--- config.mk ---
export PLATFORM = sky130hd
export DESIGN_NAME = axis_fifo_wr_arbiter
export DESIGN_NICKNAME = d
export VERILOG_FILES = /design/src/rtl/axis_serdes_pkg.sv /design/src/rtl/axis_fifo_wr_arbiter_rr_pick.sv /design/src/rtl/axis_fifo_wr_arbiter.sv
export SDC_FILE = /design/constraint.sdc
export NUM_CORES = 1
export LEC_CHECK = 0
export BUFFER_PORTS_ARGS = -buffer_cell sky130_fd_sc_hd__buf_4
export CAP_MARGIN = 20
export CELL_PAD_IN_SITES_DETAIL_PLACEMENT = 1
export CELL_PAD_IN_SITES_GLOBAL_PLACEMENT = 2
export CORE_ASPECT_RATIO = 1.4
export CORE_MARGIN = 10
export CORE_UTILIZATION = 22
export CTS_CLUSTER_DIAMETER = 120
export DETAILED_ROUTE_END_ITERATION = 16
export PLACE_DENSITY_LB_ADDON = 0.2
export REMOVE_ABC_BUFFERS = 1
export SYNTH_ARGS = -nofsm -noshare
export SYNTH_HDL_FRONTEND = slang
export SYNTH_SLANG_ARGS = --single-unit
--- constraint.sdc ---
create_clock -name i_clk -period 2.7 [get_ports i_clk]
set_input_delay 0.405 -clock i_clk [delete_from_list [all_inputs] [get_ports i_clk]]
set_output_delay 0.405 -clock i_clk [all_outputs]
set_load 0.005 [all_outputs]
--- src/rtl/axis_serdes_pkg.sv ---
// Shared types and FIFO word layout for the AXI-Stream to FIFO write arbiter.
// Latency: n/a (types and constant functions only).
// Backpressure: n/a.
//
// FIFO word layout, MSB first: {source id, tlast, tdata}.
package axis_serdes_pkg;

  typedef enum logic [0:0] {
    IDLE   = 1'b0,
    STREAM = 1'b1
  } arb_state_t;

  // Bit position of tlast inside a FIFO word.
  function automatic int word_last_bit(input int logic_size);
    return logic_size;
  endfunction

  // LSB of the source-id field inside a FIFO word.
  function automatic int word_id_lsb(input int logic_size);
    return logic_size + 1;
  endfunction

  // Total FIFO word width.
  function automatic int word_width(input int logic_size, input int id_w);
    return logic_size + 1 + id_w;
  endfunction

endpackage

--- src/rtl/axis_fifo_wr_arbiter_rr_pick.sv ---
// Round-robin pick: first set request at or after start, wrapping modulo N.
// Latency: combinational.
// Backpressure: none; pure function of req and start.
//
// Ports:
//   req   - request vector
//   start - index scanned first (must be < N)
//   gnt   - one-hot winner (0 when no request)
//   idx   - binary index of the winner (don't-care when any=0)
//   any   - at least one request present
module rr_pick #(
  parameter  int N = 4,
  localparam int W = $clog2(N)
) (
  input  logic [N-1:0] req,
  input  logic [W-1:0] start,
  output logic [N-1:0] gnt,
  output logic [W-1:0] idx,
  output logic         any
);

  logic [N-1:0] rot;
  logic [W-1:0] off;
  logic [W:0]   sum;

  always_comb begin
    // Duplicating the vector and shifting right by start puts the request at
    // start in bit 0, so a plain lowest-bit priority encode gives the offset.
    rot = N'({req, req} >> start);
    any = |req;
    off = '0;
    // Scan downwards so the lowest set bit is the last one written.
    for (int k = N - 1; k >= 0; k--) begin
      if (rot[k]) off = W'(k);
    end
    // Explicit modulo so non-power-of-two N wraps correctly.
    sum = {1'b0, off} + {1'b0, start};
    if (sum >= (W+1)'(N)) sum = sum - (W+1)'(N);
    idx = sum[W-1:0];
    gnt = any ? (N'(1) << idx) : '0;
  end

endmodule

--- src/rtl/axis_fifo_wr_arbiter.sv ---
// Packet-aware round-robin arbiter sharing one FIFO write port among NUM_SRC AXI-Stream sources.
// Latency: 1 idle arbitration cycle per packet, then one beat per cycle; FIFO write is combinational with the handshake.
// Backpressure: i_fifo_wfull drops the owner's tready and the write in the same cycle; grant is held until tlast.
//
// Ports:
//   i_clk, i_rst   - FIFO write clock, synchronous active-high reset
//   i_s_tvalid/tdata/tlast, o_s_tready - per-source AXI-Stream slave ports
//   o_fifo_wr, o_fifo_wdata, i_fifo_wfull - FIFO write port, word = {id, last, data}
//   o_grant        - one-hot current owner, 0 when idle
//   o_busy         - a packet is in flight
module axis_fifo_wr_arbiter
  import axis_serdes_pkg::*;
#(
  parameter  int NUM_SRC    = 4,
  parameter  int LOGIC_SIZE = 8,
  localparam int ID_W       = $clog2(NUM_SRC),
  localparam int WORD_W     = word_width(LOGIC_SIZE, ID_W)
) (
  input  logic                                i_clk,
  input  logic                                i_rst,
  input  logic [NUM_SRC-1:0]                  i_s_tvalid,
  input  logic [NUM_SRC-1:0][LOGIC_SIZE-1:0]  i_s_tdata,
  input  logic [NUM_SRC-1:0]                  i_s_tlast,
  output logic [NUM_SRC-1:0]                  o_s_tready,
  output logic                                o_fifo_wr,
  output logic [WORD_W-1:0]                   o_fifo_wdata,
  input  logic                                i_fifo_wfull,
  output logic [NUM_SRC-1:0]                  o_grant,
  output logic                                o_busy
);

  localparam int LAST_BIT = word_last_bit(LOGIC_SIZE);
  localparam int ID_LSB   = word_id_lsb(LOGIC_SIZE);

  arb_state_t         state, state_nxt;
  logic [ID_W-1:0]    rr_ptr, rr_ptr_nxt;
  logic [ID_W-1:0]    owner, owner_nxt;
  logic [NUM_SRC-1:0] grant, grant_nxt;

  logic [NUM_SRC-1:0] pick_gnt;
  logic [ID_W-1:0]    pick_idx;
  logic               pick_any;

  rr_pick #(
    .N (NUM_SRC)
  ) u_rr_pick (
    .req   (i_s_tvalid),
    .start (rr_ptr),
    .gnt   (pick_gnt),
    .idx   (pick_idx),
    .any   (pick_any)
  );

  always_ff @(posedge i_clk) begin
    if (i_rst) begin
      state  <= IDLE;
      rr_ptr <= '0;
      owner  <= '0;
      grant  <= '0;
    end else begin
      state  <= state_nxt;
      rr_ptr <= rr_ptr_nxt;
      owner  <= owner_nxt;
      grant  <= grant_nxt;
    end
  end

  always_comb begin
    state_nxt    = state;
    rr_ptr_nxt   = rr_ptr;
    owner_nxt    = owner;
    grant_nxt    = grant;
    o_s_tready   = '0;
    o_fifo_wr    = 1'b0;
    o_fifo_wdata = '0;

    // Word is always formed from the registered owner; it is only meaningful
    // when o_fifo_wr is high.
    o_fifo_wdata[LOGIC_SIZE-1:0] = i_s_tdata[owner];
    o_fifo_wdata[LAST_BIT]       = i_s_tlast[owner];
    o_fifo_wdata[ID_LSB +: ID_W] = owner;

    case (state)
      IDLE: begin
        if (pick_any) begin
          state_nxt = STREAM;
          owner_nxt = pick_idx;
          grant_nxt = pick_gnt;
        end
      end
      STREAM: begin
        o_s_tready[owner] = !i_fifo_wfull;
        o_fifo_wr         = i_s_tvalid[owner] && !i_fifo_wfull;
        if (o_fifo_wr && i_s_tlast[owner]) begin
          state_nxt  = IDLE;
          grant_nxt  = '0;
          rr_ptr_nxt = (owner == ID_W'(NUM_SRC - 1)) ? '0 : owner + 1'b1;
        end
      end
      default: state_nxt = IDLE;
    endcase

    // A reset cycle must not accept or write anything, even mid-packet.
    if (i_rst) begin
      o_s_tready = '0;
      o_fifo_wr  = 1'b0;
    end
  end

  assign o_grant = grant;
  assign o_busy  = (state == STREAM);

endmodule

* Word level (Yosys, flattened, before mapping)
Index checks and enable logic that the tools add are counted.
** Storage, ports and cells
- Register bits :: 9
- Bits of input ports :: 43
- Output and inout bits :: 21
- Logic and storage cells :: 49
** Cells by class
- Add/sub/neg operators :: 3
- $lt $le $gt $ge :: 3
- Equality and inequality tests :: 3
- Shift-type cells :: 2
- Muxes and demuxes :: 24
- Bitwise logic cells :: 2
- Reduce and logical (&&, ||, !) cells :: 8
** Operators by type and width (count)
- $bmux W8 S2 :: 1
- $mux W4 :: 4
- $mux W2 :: 6
- $mux W8 :: 1
- $pmux W4 S2 :: 1
- $shr A8 B2 Y4 :: 1
- $mux W1 :: 7
- $reduce_and A2 Y1 :: 3
- $and A4 B4 Y4 :: 1
- $bmux W1 S2 :: 2
- $reduce_or A4 Y1 :: 1
- $shl A1 B2 Y4 const A :: 1
- $add A2 B2 Y3 :: 1
- $ge A3 B3 Y1 const B :: 1
- $logic_and A1 B1 Y1 :: 3
- $lt A2 B3 Y1 const B :: 1
- $add A2 B1 Y2 const B :: 1
- $demux W1 S2 :: 1
- $eq A2 B2 Y1 const B :: 1
- $ge A2 B1 Y1 const B :: 1
- $ne A2 B1 Y1 const B :: 1
- $ne A2 B2 Y1 const B :: 1
- $pmux W1 S2 :: 1
- $sub A2 B1 Y2 const B :: 1
- 2 further kinds :: 2

* Depth between registers and ports, before layout
Gate-level depths: netlist of run 1.
- Word-level depth :: 11
- Mapped depth :: 8

* Cells and area by module
From an unflattened synthesis of run 1, not the netlist that was laid out.
** Unflattened totals
- Cell total of the unflattened synthesis :: 99
- Area, all modules :: 1001.0 µm²
** By module, submodules not included
- axis_fifo_wr_arbiter :: instances 1, cells an instance 62, area each 710.7 µm², seq. area each 180.2 µm²
- rr_pick :: instances 1, cells an instance 37, area each 290.3 µm², seq. area each 0.0 µm²

* Least setup slack after synthesis of run 1
No wires, ideal clock.
- Path type :: input to register
- From :: input port i_s_tvalid[1]
- To :: register grant[3] (netlist: o_grant[3])
- Setup time :: 0.114 ns
- Arrival time :: 1.943 ns
- Data required time :: 2.586 ns
- Slack :: 0.642 ns
- Stages on the path :: 8
- Buffers on the path :: 1
- Path through :: clkbuf_2 -> and2b_2 -> a221oi_1 -> o211ai_1 -> ha_1 -> xnor2_1 -> xnor2_2 -> a2bb2o_4
** On the way
- Longest elaborated chain between the ends :: 11
- Elaborated cells on any way between the ends :: 20
- Those cells by class :: add/sub: 2; order compare: 1; eq/ne: 2; shift: 2; mux: 9; reduce/logical: 4
** RTL lines
- start, declared :: line axis_fifo_wr_arbiter.sv:21 : input logic [NUM_SRC-1:0] i_s_tvalid,
- $shr A8 B2 Y4 :: line axis_fifo_wr_arbiter_rr_pick.sv:29 : rot = N'({req, req} >> start);
- $mux W2 (4 in series) :: line axis_fifo_wr_arbiter_rr_pick.sv:34 : if (rot[k]) off = W'(k);
- $add A2 B2 Y3 :: line axis_fifo_wr_arbiter_rr_pick.sv:37 : sum = {1'b0, off} + {1'b0, start};
- $ge A3 B3 Y1 or $sub A2 B1 Y2 (tied branches) :: line axis_fifo_wr_arbiter_rr_pick.sv:38 : if (sum >= (W+1)'(N)) sum = sum - (W+1)'(N);
- $mux W2 :: line axis_fifo_wr_arbiter_rr_pick.sv:38
- $shl A1 B2 Y4 :: line axis_fifo_wr_arbiter_rr_pick.sv:40 : gnt = any ? (N'(1) << idx) : '0;
- $mux W4 :: line axis_fifo_wr_arbiter.sv:85 : if (pick_any) begin
- $pmux W4 S2 :: line axis_fifo_wr_arbiter.sv:83 : case (state)
- end signal, assigned :: line axis_fifo_wr_arbiter.sv:64 : grant <= grant_nxt;
- end, declared :: line axis_fifo_wr_arbiter.sv:38 : logic [NUM_SRC-1:0] grant, grant_nxt;
Several ways; a longest one is shown, not always the timed one. The select of a mux whose other input is x is not followed.
A chain may end at the register's enable or synchronous reset.

* Worst setup path after layout of run 1
- From :: register owner[0]
- To :: output port o_fifo_wdata[3]
** On the way
- Longest elaborated chain between the ends :: 2
** RTL lines
- start, declared :: line axis_fifo_wr_arbiter.sv:37 : logic [ID_W-1:0] owner, owner_nxt;
- start signal, assigned :: line axis_fifo_wr_arbiter.sv:63 : owner <= owner_nxt;
- $bmux W8 S2 :: line axis_fifo_wr_arbiter.sv:79 : o_fifo_wdata[LOGIC_SIZE-1:0] = i_s_tdata[owner];
- $mux W8 (implied by the code) :: line axis_fifo_wr_arbiter.sv:79
- end, declared :: line axis_fifo_wr_arbiter.sv:26 : output logic [WORD_W-1:0] o_fifo_wdata,
Every way passes these cells. The select of a mux whose other input is x is not followed.

==> results of run 1 <==
-- state kept, by name, indices dropped and copies added (netlist names) --
| signal | cells |
|---|---|
| o_busy | 1 |
| o_grant | 4 |
| owner | 2 |
| rr_ptr | 2 |
-- area by class of cell --
class	count	area, µm²	area share (%)
clock buffers	4	45.0	3.07
inverters	5	18.8	1.28
multi-input cells	71	671	45.7
flip-flops and latches	9	180	12.3
well taps	45	56.3	3.84
repair buffers	66	495	33.8
-- report_power, final --
part           switching (mW)  internal (mW)  total, mW
Sequential             0.0215          0.144      0.165
Combinational          0.0820          0.139      0.221
Clock                  0.0492          0.103      0.152
-- worst min-delay path by stage --
| stage | endpoint | slack (ns) | depth (start not counted) |
|---|---|---|---|
| 6_report | owner[0]$_SDFFE_PP0P_ | 0.42 | 2 |
| 5_1_grt | owner[0]$_SDFFE_PP0P_ | 0.44 | 2 |
| 4_1_cts | owner[0]$_SDFFE_PP0P_ | 0.42 | 2 |
| 3_5_place_dp | o_grant[2]$_SDFFE_PP0P_ | 0.46 | 1 |
| 3_3_place_gp | o_grant[2]$_SDFFE_PP0P_ | 0.45 | 1 |
| 2_1_floorplan | o_grant[2]$_SDFFE_PP0P_ | 0.46 | 1 |
-- layout by cell type (no fill, tap or decap) --
cell type  Yosys  final
buf_4          0     66
nor2_1        11     11
dfxtp_1        9      9
mux4_2         8      8
and2_1         6      6
inv_1          5      5
nand2_1        5      5
ha_1           5      5
mux2i_1        3      3
a21oi_1        3      3
clkbuf_8       2      3
o211ai_1       2      2
nor3_1         2      2
nor4_1         2      2
o32ai_1        2      2
nand3_1        1      1
o311a_1        1      1
and2b_2        1      1
a221oi_1       1      1
or4_1          1      1
mux4_1         1      1
and3_1         1      1
nor4_2         1      1
o21ai_2        1      1
nor4_4         1      1
or2b_1         1      1
nand2b_1       1      1
a32oi_1        1      1
xnor2_1        1      1
xnor2_2        1      1
a211oi_1       1      1
a2bb2o_4       1      1
o21ai_0        1      1
o2bb2ai_1      1      1
a32o_1         1      1
a22o_2         1      1
or3_1          1      1
clkbuf_1       0      1
-- worst max-delay path: stages, from the launching register on --
cell and delay, ns:
dfxtp_1 0.73, buf_4 0.24, mux4_2 0.49, buf_4 0.15
-- logic make-up (layout without fill, tap and decap cells) --
| logic type | Yosys count | in the layout | synth area share (%) |
|---|---|---|---|
| and+or+nand+nor | 35 | 35 | 21.4 |
| AOI/OAI and AO/OA | 17 | 17 | 15.4 |
| muxes | 12 | 12 | 25.1 |
| buffers and inverters | 12 | 75 | 9.57 |
| DFF | 9 | 9 | 19.1 |
| adders and majority gates | 5 | 5 | 6.65 |
| xor gates and xnor gates | 2 | 2 | 2.66 |
-- routing by layer --
metal	track usage, %	up-vias	part of all wire (%)
li1	-	473	-
met2	15.2	53	46
met4	3.44	0	0.83
met3	2.45	2	11
met1	10.6	461	43
met5	0	-	0
==> results.json, run 1 <==
{
  "hold_viol": 0,
  "h-tree-depth": 1,
  "clockBufferDepth": 2,
  "worstPathArrival_ns": 1.84,
  "place_area_mm2": 0.00142,
  "cap_violations": 0,
  "die_w_um": 75.3,
  "status": "complete, no violations",
  "grt_start_max_net_pins": 15,
  "clockRootBuffer": "clkbuf_8",
  "max-slew-margin-rel_pct": 56.1,
  "dp_slack_ns": 0.570,
  "syn_avg_cell_area_um2": 10.2,
  "postRouteAntennaNets": 0,
  "core_area_mm2": 0.00417,
  "final_cells": 200,
  "routed_via_density": 4.95,
  "cts_tree": "yes",
  "grt_usage_pct": 9.11,
  "place_congestion": 0.688,
  "io_buffers": 63,
  "cp.required_ns": 2.30,
  "dp_hpwl_um": 3010,
  "hp-class": "input port to register",
  "hp-start": "i_rst",
  "grt_pass1_vias": 1084,
  "finalMaxSlewViolations": 0,
  "critical_path_class": "register to output port",
  "fin_worst_skew_ns": 0.00110,
  "io_pins": 64,
  "dp.cells": 196,
  "cts_resized": 0,
  "synthToLayoutAreaGrowth_pct": 55.9,
  "worstMarginPinSlew_ns": 0.658,
  "synthDistinctLibCells": 39,
  "synth_largest_area_cell": "dfxtp_1",
  "synthFlopType": "dfxtp_1",
  "fp.dieH_um": 97.4,
  "synth_commonest_cells": "nor2_1 (11), dfxtp_1 (9), mux4_2 (8)",
  "synthTopCellsByArea": "dfxtp_1 (19%), mux4_2 (19%), ha_1 (6.6%), nor2_1 (4.4%), and2_1 (4.0%)",
  "grt_overflow_total": 0,
  "drive_gt1_share_pct": 54.2,
  "power.leakage_nw": 0.657,
  "crit_start": "owner[0]$_SDFFE_PP0P_",
  "synth-seq-cells": 9,
  "fin_util_pct": 35.2,
  "layout.nets": 204,
  "row_count": 28,
  "wirelength_um": 3500,
  "wire_per_inst_um": 17.5,
  "synth_edf_count": 0,
  "rr_worst_depth": 7,
  "hold_buffers": 0,
  "synthCells": 92,
  "power_mw": 0.538,
  "grt_pass1_wl_um": 5380,
  "synthArstFlopShare_pct": 0,
  "worstSetupStartpointType": "register",
  "ir_worst_vdd_v": 0.000130,
  "yosysMostFrequentCell": "nor2_1",
  "r2r_setup_slack_ns": 0.64,
  "rsz0062_at_grt": "no",
  "insertion_delay_ns": 0.23,
  "drtPass1Iterations": 3,
  "syn_area_um2": 941,
  "hold-worst-slack_ns": 0.420,
  "synth_top_area_share_pct": 19.1,
  "reg2reg_to": "o_grant[2]$_SDFFE_PP0P_",
  "drc": 0,
  "post-route-min-period_ns": 2.25,
  "reg2reg_from": "rr_ptr[0]$_SDFFE_PP0P_",
  "fillCellCount": 494,
  "setup_viol": 0,
  "antenna_cells": 0,
  "start_util_pct": 22.6,
  "critical_path.endpoint": "o_fifo_wdata[3]",
  "pwr_density_cell_mw_per_mm2": 367,
  "worst_slack_ns": 0.452,
  "vias": 989,
  "tns_ns": 0,
  "max_freq_ghz": 0.445,
  "ys_seq_area_share_pct": 19.1,
  "worst_setup_hold_path_clk_slew_ns": 0.04,
  "period_share_pct": 83.3,
  "dieArea_mm2": 0.00733,
  "critPathCaptureType": "output port",
  "antenna_found_initial": 0,
  "cts_made_buffers": 3,
  "stdcell_area_mm2": 0.00147,
  "cp_max_fo": 14,
  "post_cts_buffers": 0,
  "cts.sinks": 9,
  "yosys_warnings": 0,
  "drt_iter0_markers": 9
}
(Power assumes the default switching activity.)
==> inputs of run 2 (changes only) <==
ABC_AREA = 1   (was not set)
CORE_UTILIZATION = 19   (was 22)
clock period = 2.27 ns   (was 2.7 ns; I/O delays follow)
==> results.json, run 2 <==
{
  "grt_pass1_wl_um": 6690,
  "power.leakage_nw": 0.760,
  "cp.required_ns": 2.40,
  "grt_start_max_net_pins": 17,
  "io_pins": 64,
  "die_w_um": 79.2,
  "row_count": 30,
  "synthDistinctLibCells": 24,
  "h-tree-depth": 1,
  "worstSetupStartpointType": "register",
  "synth-seq-cells": 9,
  "drc": 0,
  "synthMuxAreaShare_pct": 0,
  "hold_buffers": 0,
  "grt_overflow_total": 0,
  "ys_seq_area_share_pct": 19.4,
  "syn_avg_cell_area_um2": 5.97,
  "register_area_um2": 180,
  "dieArea_mm2": 0.00814,
  "worst_setup_hold_path_clk_slew_ns": 0.04,
  "crit_start": "rr_ptr[0]$_SDFFE_PP0P_",
  "yosys_warnings": 0,
  "power_mw": 0.739,
  "synth_largest_area_cell": "dfxtp_1",
  "hold_viol": 0,
  "synthCells": 156,
  "postRouteAntennaNets": 0,
  "final_cells": 284,
  "stdcell_area_mm2": 0.00153,
  "layout.nets": 269,
  "post-route-min-period_ns": 1.89,
  "synthToLayoutAreaGrowth_pct": 63.8,
  "synthFlopType": "dfxtp_1",
  "cts_tree": "yes",
  "tns_ns": 0,
  "synth_top_family_by_area": "simple AND/OR/NAND/NOR gates",
  "clockBufferDepth": 2,
  "core_area_mm2": 0.00480,
  "setup_viol": 0,
  "finalMaxSlewViolations": 0,
  "io_buffers": 63,
  "wire_per_inst_um": 14.7,
  "grt_usage_pct": 10.1,
  "synth-xor-area-share_pct": 0.941,
  "cts.sinks": 9,
  "synth_top_area_share_pct": 19.4,
  "clockRootBuffer": "clkbuf_8",
  "place_area_mm2": 0.00148,
  "fp.dieH_um": 103,
  "status": "complete, no violations",
  "cp_max_fo": 7,
  "cap_violations": 0,
  "rr_worst_depth": 13,
  "hp-class": "input port to register",
  "dp_hpwl_um": 3500,
  "rsz0062_at_grt": "no",
  "synthTopCellsByArea": "dfxtp_1 (19%), nand3_1 (10%), o21ai_0 (9.7%), nor2_1 (9.7%), nand2_1 (9.3%)",
  "antenna_cells": 0,
  "synth_edf_count": 0,
  "cts_resized": 0,
  "drive_gt1_share_pct": 38.6,
  "routed_via_density": 4.54,
  "drtPass1Iterations": 4,
  "antenna_found_initial": 0,
  "reg2reg_from": "rr_ptr[0]$_SDFFE_PP0P_",
  "worstPathArrival_ns": 2.02,
  "dp.cells": 280,
  "r2r_setup_slack_ns": 0.38,
  "synthAdderAreaFrac_pct": 6.72,
  "mostFrequentLayoutCell": "buf_4",
  "fillCellCount": 654,
  "final_cell_mix": "buf_4 (67), nor2_1 (24), nand2_1 (23)",
  "critical_path_class": "register to register",
  "worstMarginPinSlew_ns": 0.411,
  "max-slew-margin-rel_pct": 72.5,
  "insertion_delay_ns": 0.23,
  "start_util_pct": 19.4,
  "yosysMostFrequentCell": "nor2_1",
  "yosys.area_share.simple_pct": 37.2,
  "wirelength_um": 4170,
  "period_share_pct": 83.3,
  "max_freq_ghz": 0.529,
  "critPathCaptureType": "register",
  "multi_input_area_um2": 641,
  "synth_commonest_cells": "nor2_1 (24), nand2_1 (23), nand3_1 (19)",
  "reg2reg_to": "owner[1]$_SDFFE_PP0P_",
  "vias": 1289,
  "ir_worst_vdd_v": 0.000275,
  "synthArstFlopShare_pct": 0,
  "cts_made_buffers": 3,
  "pwr_density_cell_mw_per_mm2": 484,
  "syn_area_um2": 931,
  "grt_pass1_vias": 1391,
  "hold-worst-slack_ns": 0.339,
  "largest_reg_flops": 4,
  "synth-compound-area-share_pct": 23.9,
  "critical_path.endpoint": "owner[1]$_SDFFE_PP0P_",
  "fin_worst_skew_ns": 0.000829,
  "drt_iter0_markers": 40,
  "post_cts_buffers": 0,
  "place_congestion": 0.726
}
## run 2: cell types whose count changed in the layout (fill, tap and decap cells not counted), sizes merged, moves of 6 or more
cell / previous run / this run
mux4: 9 / 0
inv: 5 / 19
o21ai: 2 / 19
nor2: 11 / 24
nand3: 1 / 20
nand2: 5 / 29
and2: 6 / 0
o22ai: 0 / 8
## run 2: kinds of logic after synthesis
| family | Yosys count |
|---|---|
| AND/OR/NAND/NOR | 75 |
| AO/OA/AOI/OAI | 39 |
| buffers and inverters | 27 |
| flip-flops | 9 |
| adder cells (fa/ha/maj) | 5 |
| XOR/XNOR | 1 |
## run 2: power breakdown
part / total (mW) / internal, mW / switching (mW)
Sequential: 0.191 / 0.174 / 0.0171
Combinational: 0.364 / 0.178 / 0.186
Clock: 0.184 / 0.122 / 0.0619
## run 2: per-stage QoR
step | setup WS, ns | utilization (%)
after floorplan | 0.473 | -
after global placement | 0.442 | 30.8
after detailed placement | 0.354 | 30.8
after CTS | 0.351 | 31.7
after global routing | 0.121 | 31.7
final | 0.379 | 31.7
## run 2: worst min path at each step
stage                            start                      end  slack, ns  depth (start not counted)
6_report                         i_rst  o_grant[3]$_SDFFE_PP0P_       0.34                          2
5_1_grt                          i_rst  o_grant[2]$_SDFFE_PP0P_       0.34                          2
4_1_cts                          i_rst  o_grant[3]$_SDFFE_PP0P_       0.34                          2
3_5_place_dp   o_grant[0]$_SDFFE_PP0P_  o_grant[0]$_SDFFE_PP0P_       0.49                          2
3_3_place_gp   o_grant[0]$_SDFFE_PP0P_  o_grant[0]$_SDFFE_PP0P_       0.47                          2
2_1_floorplan                    i_rst  o_grant[2]$_SDFFE_PP0P_       0.40                          1
## run 2: final cells by class
cell class / count / share of cell area, %
sequential: 9 / 11.8
multi-input combinational: 120 / 42.0
clock buffer: 4 / 2.95
inverter: 20 / 5.00
tap: 64 / 5.25
timing repair buffer: 67 / 33.0
## run 2: worst max-delay path, stage by stage (launching register included)
cell and delay [ns]:
dfxtp_1 0.45, inv_2 0.09, nand2_1 0.10, nand3_1 0.10, nand2_2 0.08, nand3_1 0.06
a21boi_0 0.17, ha_1 0.19, xnor2_1 0.16, inv_1 0.08, nand2_2 0.09, nand2_2 0.06
o21ai_1 0.11, inv_1 0.04
## run 2: metal layers
layer	vias to the layer above	wire length, µm	track usage (%)
met5	-	0	0
met4	0	35	2.49
met3	5	318	2.97
met2	52	1920	17.7
met1	584	1900	11.5
li1	648	-	-
